## src/rtl/serializer_pkg.sv

```systemverilog
// Shared types and sizing helpers for the PISO serializer.
// The PARITY state is only reachable when SERIALIZER_PARITY_EN is defined.
package serializer_pkg;

    typedef enum logic [1:0] {
        IDLE   = 2'd0,
        SHIFT  = 2'd1,
        PARITY = 2'd2
    } state_t;

    // Bits needed to hold WIDTH-1. The result is never below 1.
    function automatic int bit_cnt_w(input int width);
        return (width > 2) ? $clog2(width) : 1;
    endfunction

    // Bits needed to hold DIV-1. DIV=1 still gets a 1-bit counter.
    function automatic int div_cnt_w(input int div);
        return (div > 2) ? $clog2(div) : 1;
    endfunction

endpackage

```

## src/rtl/piso_serializer_bit_timer.sv

```systemverilog
// Per-bit hold timer: counts DIV cycles for each serial bit.
// first marks the opening cycle of a bit and last marks its closing cycle.
module bit_timer
    import serializer_pkg::*;
#(
    parameter int DIV = 1
) (
    input  logic clk,
    input  logic rst_n,
    input  logic load,
    input  logic enable,
    output logic first,
    output logic last
);

    localparam int DW = div_cnt_w(DIV);
    localparam logic [DW-1:0] RELOAD = DW'(DIV - 1);

    logic [DW-1:0] div_cnt;

    // NOTE: sequential state uses non-blocking assignments, so every flop samples pre-edge values.
    always_ff @(posedge clk or negedge rst_n) begin
        if (!rst_n) begin
            div_cnt <= '0;
        end else if (load || (enable && div_cnt == '0)) begin
            div_cnt <= RELOAD;
        end else if (enable) begin
            div_cnt <= div_cnt - DW'(1);
        end
    end

    // With DIV=1 the counter only ever holds 0, so both flags stay high.
    assign first = (div_cnt == RELOAD);
    assign last  = (div_cnt == '0);

endmodule

```

## src/rtl/piso_serializer.sv

```systemverilog
// Parallel-in/serial-out transmitter, MSB first, with frame and per-bit strobe.
// Define SERIALIZER_PARITY_EN to append an even-parity bit after the LSB.
module piso_serializer
    import serializer_pkg::*;
#(
    parameter int WIDTH = 8,
    parameter int DIV   = 1
) (
    input  logic             clk,
    input  logic             rst_n,
    input  logic [WIDTH-1:0] data_in,
    input  logic             in_valid,
    output logic             in_ready,
    output logic             sdata,
    output logic             sframe,
    output logic             sbit_strobe,
    output logic             busy
);

    localparam int BW = bit_cnt_w(WIDTH);
    localparam logic [BW-1:0] BIT_LAST = BW'(WIDTH - 1);

    state_t           state;
    state_t           state_nxt;
    logic [WIDTH-1:0] shreg;
    logic [BW-1:0]    bit_cnt;
    logic             accept;
    logic             bit_first;
    logic             bit_last;

    assign accept = (state == IDLE) && in_valid;

    bit_timer #(
        .DIV (DIV)
    ) u_bit_timer (
        .clk    (clk),
        .rst_n  (rst_n),
        .load   (accept),
        .enable (state != IDLE),
        .first  (bit_first),
        .last   (bit_last)
    );

    always_ff @(posedge clk or negedge rst_n) begin
        if (!rst_n) begin
            state <= IDLE;
        end else begin
            state <= state_nxt;
        end
    end

    // NOTE: every always_comb output gets a default first, so no path can infer a latch.
    always_comb begin
        state_nxt = state;
        unique case (state)
            IDLE: begin
                if (in_valid) state_nxt = SHIFT;
            end
            SHIFT: begin
                if (bit_last && bit_cnt == '0) begin
`ifdef SERIALIZER_PARITY_EN
                    state_nxt = PARITY;
`else
                    state_nxt = IDLE;
`endif
                end
            end
`ifdef SERIALIZER_PARITY_EN
            PARITY: begin
                if (bit_last) state_nxt = IDLE;
            end
`endif
            default: state_nxt = IDLE;
        endcase
    end

    // NOTE: the shift register is a handful of flops, not a RAM, so it is reset with everything else.
    always_ff @(posedge clk or negedge rst_n) begin
        if (!rst_n) begin
            shreg   <= '0;
            bit_cnt <= '0;
        end else if (accept) begin
            shreg   <= data_in;
            bit_cnt <= BIT_LAST;
        end else if (state == SHIFT && bit_last && bit_cnt != '0) begin
            shreg   <= {shreg[WIDTH-2:0], 1'b0};
            bit_cnt <= bit_cnt - BW'(1);
        end
    end

`ifdef SERIALIZER_PARITY_EN
    logic parity_q;

    // Parity of the whole word is captured at the handshake, before shifting destroys it.
    always_ff @(posedge clk or negedge rst_n) begin
        if (!rst_n) begin
            parity_q <= 1'b0;
        end else if (accept) begin
            parity_q <= ^data_in;
        end
    end
`endif

    // Outputs depend only on registered state, never directly on in_valid.
    always_comb begin
        in_ready    = 1'b0;
        sdata       = 1'b0;
        sframe      = 1'b0;
        sbit_strobe = 1'b0;
        unique case (state)
            IDLE: begin
                in_ready = 1'b1;
            end
            SHIFT: begin
                sdata       = shreg[WIDTH-1];
                sframe      = 1'b1;
                sbit_strobe = bit_first;
            end
`ifdef SERIALIZER_PARITY_EN
            PARITY: begin
                sdata       = parity_q;
                sframe      = 1'b1;
                sbit_strobe = bit_first;
            end
`endif
            default: ;
        endcase
    end

    assign busy = sframe;

endmodule
```

## config.mk

```make
export PLATFORM = sky130hd
export DESIGN_NAME = piso_serializer
export DESIGN_NICKNAME = d
export VERILOG_FILES = /design/src/rtl/serializer_pkg.sv /design/src/rtl/piso_serializer_bit_timer.sv /design/src/rtl/piso_serializer.sv
export SDC_FILE = /design/constraint.sdc
export NUM_CORES = 1
export LEC_CHECK = 0
export ABC_AREA = 1
export ABC_CLOCK_PERIOD_IN_PS = 2000
export CORE_MARGIN = 3
export CORE_UTILIZATION = 35
export CTS_CLUSTER_SIZE = 10
export DETAILED_ROUTE_END_ITERATION = 10
export HOLD_SLACK_MARGIN = 0.03
export PLACE_DENSITY_LB_ADDON = 0.12
export SYNTH_ARGS = -nofsm -noshare
export SYNTH_HDL_FRONTEND = slang
export SYNTH_SLANG_ARGS = --single-unit
export TNS_END_PERCENT = 20
```

## constraint.sdc

```tcl
create_clock -name clk -period 2 [get_ports clk]
set_clock_uncertainty 0.1 [all_clocks]
set_input_delay 0.4 -clock clk [delete_from_list [all_inputs] [get_ports clk]]
set_output_delay 0.4 -clock clk [all_outputs]
set_load 0.005 [all_outputs]
```

==> load_flow_metrics.sql, run 1 <==
INSERT INTO impl_metrics (metric_group, metric, value, unit) VALUES
('run_status', 'run_status', 'finished clean', ''),
('logic_synthesis', 'synth_commonest_cells', 'sky130_fd_sc_hd__nand2_1 (38), sky130_fd_sc_hd__nand3_1 (21), sky130_fd_sc_hd__dfrtp_1 (13), sky130_fd_sc_hd__inv_1 (5)', ''),
('setup_path', 'cp-start-kind', 'flop', ''),
('logic_synthesis', 'synth_top_area_share', '44.7', '%'),
('logic_synthesis', 'synthMostInstantiatedCell', 'sky130_fd_sc_hd__nand2_1', ''),
('job', 'max_cap_violations', '0', ''),
('clock_network', 'h-tree-depth', '1', ''),
('sta', 'fin_tns_setup', '0', 'ps'),
('logic_synthesis', 'synth_seq_cells', '13', ''),
('logic_synthesis', 'postSynth.topFlopCell', 'sky130_fd_sc_hd__dfrtp_1', ''),
('drt', 'detail_route.first_pass.iterations', '4', ''),
('drt', 'avgRoutedWirePerCell', '10.9', 'µm'),
('power', 'irDropWorstVdd', '603', 'µV'),
('setup_path', 'worst-endpoint-arrival', '1390', 'ps'),
('floorplanning', 'pin_count', '16', ''),
('floorplanning', 'die-area', '2660', 'µm²'),
('placement', 'i_o_buffers', '15', ''),
('sta', 'slew-limit-headroom', '82.5', '%'),
('final_layout', 'n_antenna_cell', '0', ''),
('hold_path', 'min_path_type', 'in -> async', ''),
('setup_path', 'worst_ep_required_time', '1500', 'ps'),
('sta', 'timing_max_transition_violations_final', '0', ''),
('logic_synthesis', 'synth.top_cells.by_area', 'sky130_fd_sc_hd__dfrtp_1 (45%), sky130_fd_sc_hd__nand2_1 (20%), sky130_fd_sc_hd__nand3_1 (14%)', ''),
('clock_network', 'postCtsResizedCells', '0', ''),
('floorplanning', 'overall_die_height', '51.6', 'µm'),
('clock_network', 'cts.sink_count', '13', ''),
('logic_synthesis', 'mean_cell_area_of_the_mapped_netlist', '7.75', 'µm²'),
('drt', 'routed_wl', '1470', 'µm'),
('power', 'p_leak', '0.490', 'nW'),
('logic_synthesis', 'synth_edf_count', '0', ''),
('clock_network', 'tritoncts', 'built', ''),
('drt', 'drtIter0Drc', '8', ''),
('clock_network', 'clkLatencyLatePin', '280', 'ps'),
('power', 'power_density', '1420', 'nW/µm²'),
('final_layout', 'layout-drive-gt1-share', '11.8', '%'),
('logic_synthesis', 'netlist_area', '728', 'µm²'),
('final_layout', 'final_net_count', '124', ''),
('setup_path', 'critical_path.max_fanout', '6', ''),
('global_route', 'overflow', '0', ''),
('drt', 'detail_route.drc_violations', '0', ''),
('sta', 'final.period_utilization', '94.5', '%'),
('global_route', 'maximum_number_of_pins_on_one_net_before_global_route_repair', '22', ''),
('final_layout', 'synthToLayoutAreaGrowth', '25.1', '%'),
('floorplanning', 'core-area', '1840', 'µm²'),
('placement', 'place_inst', '131', ''),
('sta', 'rsz_0062_raised_after_global_routing', 'no', ''),
('clock_network', 'postCtsSetupRepairBufs', '0', ''),
('sta', 'max_freq', '0.529', 'GHz'),
('sta', 'timing_hold_violations_final', '0', ''),
('floorplanning', 'std_cell_rows', '15', ''),
('global_route', 'global_route.usage.total', '13.1', '%'),
('drt', 'antenna_left', '0', ''),
('clock_network', 'clock_root_buffer', 'sky130_fd_sc_hd__clkbuf_4', ''),
('final_layout', 'final_cells', '135', ''),
('logic_synthesis', 'syn-instance-count', '94', ''),
('logic_synthesis', 'synth.yosys.seq_area_share', '44.7', '%'),
('logic_synthesis', 'synth.largest_area_cell', 'sky130_fd_sc_hd__dfrtp_1', ''),
('floorplanning', 'effective_utilization_at_floorplan', '39.6', '%'),
('drt', 'via_per_inst', '4.77', ''),
('drt', 'dr_total_vias', '644', ''),
('logic_synthesis', 'synthArstFlopShare', '100', '%'),
('logic_synthesis', 'synthesis.yosys.warnings', '0', ''),
('global_route', 'grt_pass1_vias', '548', ''),
('sta', 'worst-slew-pin-transition', '261', 'ps'),
('clock_network', 'cts.clk_slew.worst_paths', '80', 'ps'),
('clock_network', 'max-clock-path-buffers', '2', ''),
('logic_synthesis', 'yosysUniqueCellTypes', '15', ''),
('sta', 'final.min_clock_period', '1890', 'ps'),
('sta', 'finalSetupViolCount', '0', ''),
('logic_synthesis', 'synthesis.nets', '107', ''),
('floorplanning', 'chipWidth', '51.6', 'µm'),
('clock_network', 'hold_buf_count_cts', '0', ''),
('clock_network', 'number_of_buffers_added_by_the_clock_tree_synthesis_step', '3', ''),
('global_route', 'grt_pass1_wl', '2570', 'µm'),
('placement', 'place.gp.congestion', '0.712', ''),
('setup_path', 'timing.critical_path.to_type', 'output port', ''),
('global_route', 'antenna_found_initial', '0', ''),
('setup_path', 'worstSetupPathType', 'reg -> out', ''),
('placement', 'hpwlAfterDp', '1040', 'µm');
==> final cells by class <==
class                   instances  area, µm²
well taps                      25       31.3
fillers                       209        928
multi-input cells              69        332
repair buffers                 18        173
clock buffers                   4       26.3
inverters                       6       22.5
flip-flops and latches         13        327
==> through the flow <==
step / cell area, µm² / hold slack (ps) / util (%) / setup slack (ps) / power (mW)
after floorplan: 728 / 4.41 / - / 776 / 0.972
after global placement: 878 / 378 / 47.8 / 357 / 1.13
after detailed placement: 878 / 388 / 47.8 / 318 / 1.13
after CTS: 905 / 315 / 49.2 / 0.821 / 1.31
after global routing: 911 / 315 / 49.5 / 8.65 / 1.45
final: 911 / 313 / 49.5 / 109 / 1.29
==> worst max-delay path: stages, from the launching register on <==
cell and delay (ps):
sky130_fd_sc_hd__dfrtp_2 410, sky130_fd_sc_hd__inv_2 70, sky130_fd_sc_hd__nor2_4 120, sky130_fd_sc_hd__clkdlybuf4s50_1 510
==> logic make-up after synthesis <==
family                     after synthesis  synth area share [%]
adders and majority gates                2                  3.44
AOI/OAI and AO/OA                        1                 0.860
buffers and inverters                   12                  10.5
DFF                                     13                  44.7
and+or+nand+nor                         66                  40.6
==> routing by layer <==
metal	global-route usage (%)	up-vias	part of all wire (%)
met4	5.24	0	1.2
li1	-	330	-
met1	16.6	298	48
met5	0	-	0
met3	4.58	3	5.9
met2	20.3	13	45
==> sequential cells by signal, summed over array words and instances, names as in the netlist <==
signal	count
state	1
u_bit_timer.div_cnt	1
bit_cnt	3
shreg	8
==> cell usage in the layout, fill, tap and decap left out, types with 2 or more instances in the layout <==
cell	instances
sky130_fd_sc_hd__nand2_1	38
sky130_fd_sc_hd__nand3_1	21
sky130_fd_sc_hd__clkdlybuf4s50_1	15
sky130_fd_sc_hd__dfrtp_1	12
sky130_fd_sc_hd__inv_1	5
sky130_fd_sc_hd__nand2_2	3
sky130_fd_sc_hd__clkbuf_4	3
sky130_fd_sc_hd__buf_4	3
sky130_fd_sc_hd__ha_1	2
==> power by group <==
group / internal, mW / leakage, nW / switching (mW)
registers: 0.372 / 0.165 / 0.0637
logic: 0.289 / 0.310 / 0.398
clock network: 0.0774 / 0.0150 / 0.0909
total: 0.739 / 0.490 / 0.553
==> final timing paths <==
kind                                        startpoint                               to  slack [ps]  cells after the start
worst min register to register  bit_cnt[0]$_DFFE_PN0P_           bit_cnt[0]$_DFFE_PN0P_         400                      2
min in group clk                bit_cnt[0]$_DFFE_PN0P_           bit_cnt[0]$_DFFE_PN0P_         400                      2
worst max register to register  bit_cnt[0]$_DFFE_PN0P_             shreg[5]$_DFFE_PN0P_         480                      7
worst max-delay path              state[0]$_DFFE_PN0P_                      sbit_strobe         110                      3
worst min-delay path                             rst_n  u_bit_timer.div_cnt$_DFFE_PN0P_         310                      2
max in group asynchronous                        rst_n             state[0]$_DFFE_PN0P_        1310                      2
No activity file was read; power rests on OpenSTA's default activity.
==> inputs of run 2 (changes only) <==
--- a/config.mk
+++ b/config.mk
@@ -13,6 +13,7 @@
 export DETAILED_ROUTE_END_ITERATION = 10
 export HOLD_SLACK_MARGIN = 0.03
 export PLACE_DENSITY_LB_ADDON = 0.12
+export SKIP_CTS_REPAIR_TIMING = 1
 export SYNTH_ARGS = -nofsm -noshare
 export SYNTH_HDL_FRONTEND = slang
 export SYNTH_SLANG_ARGS = --single-unit
==> results of run 2 <==
Final layout, timing and power as in run 1 (identical DEF).
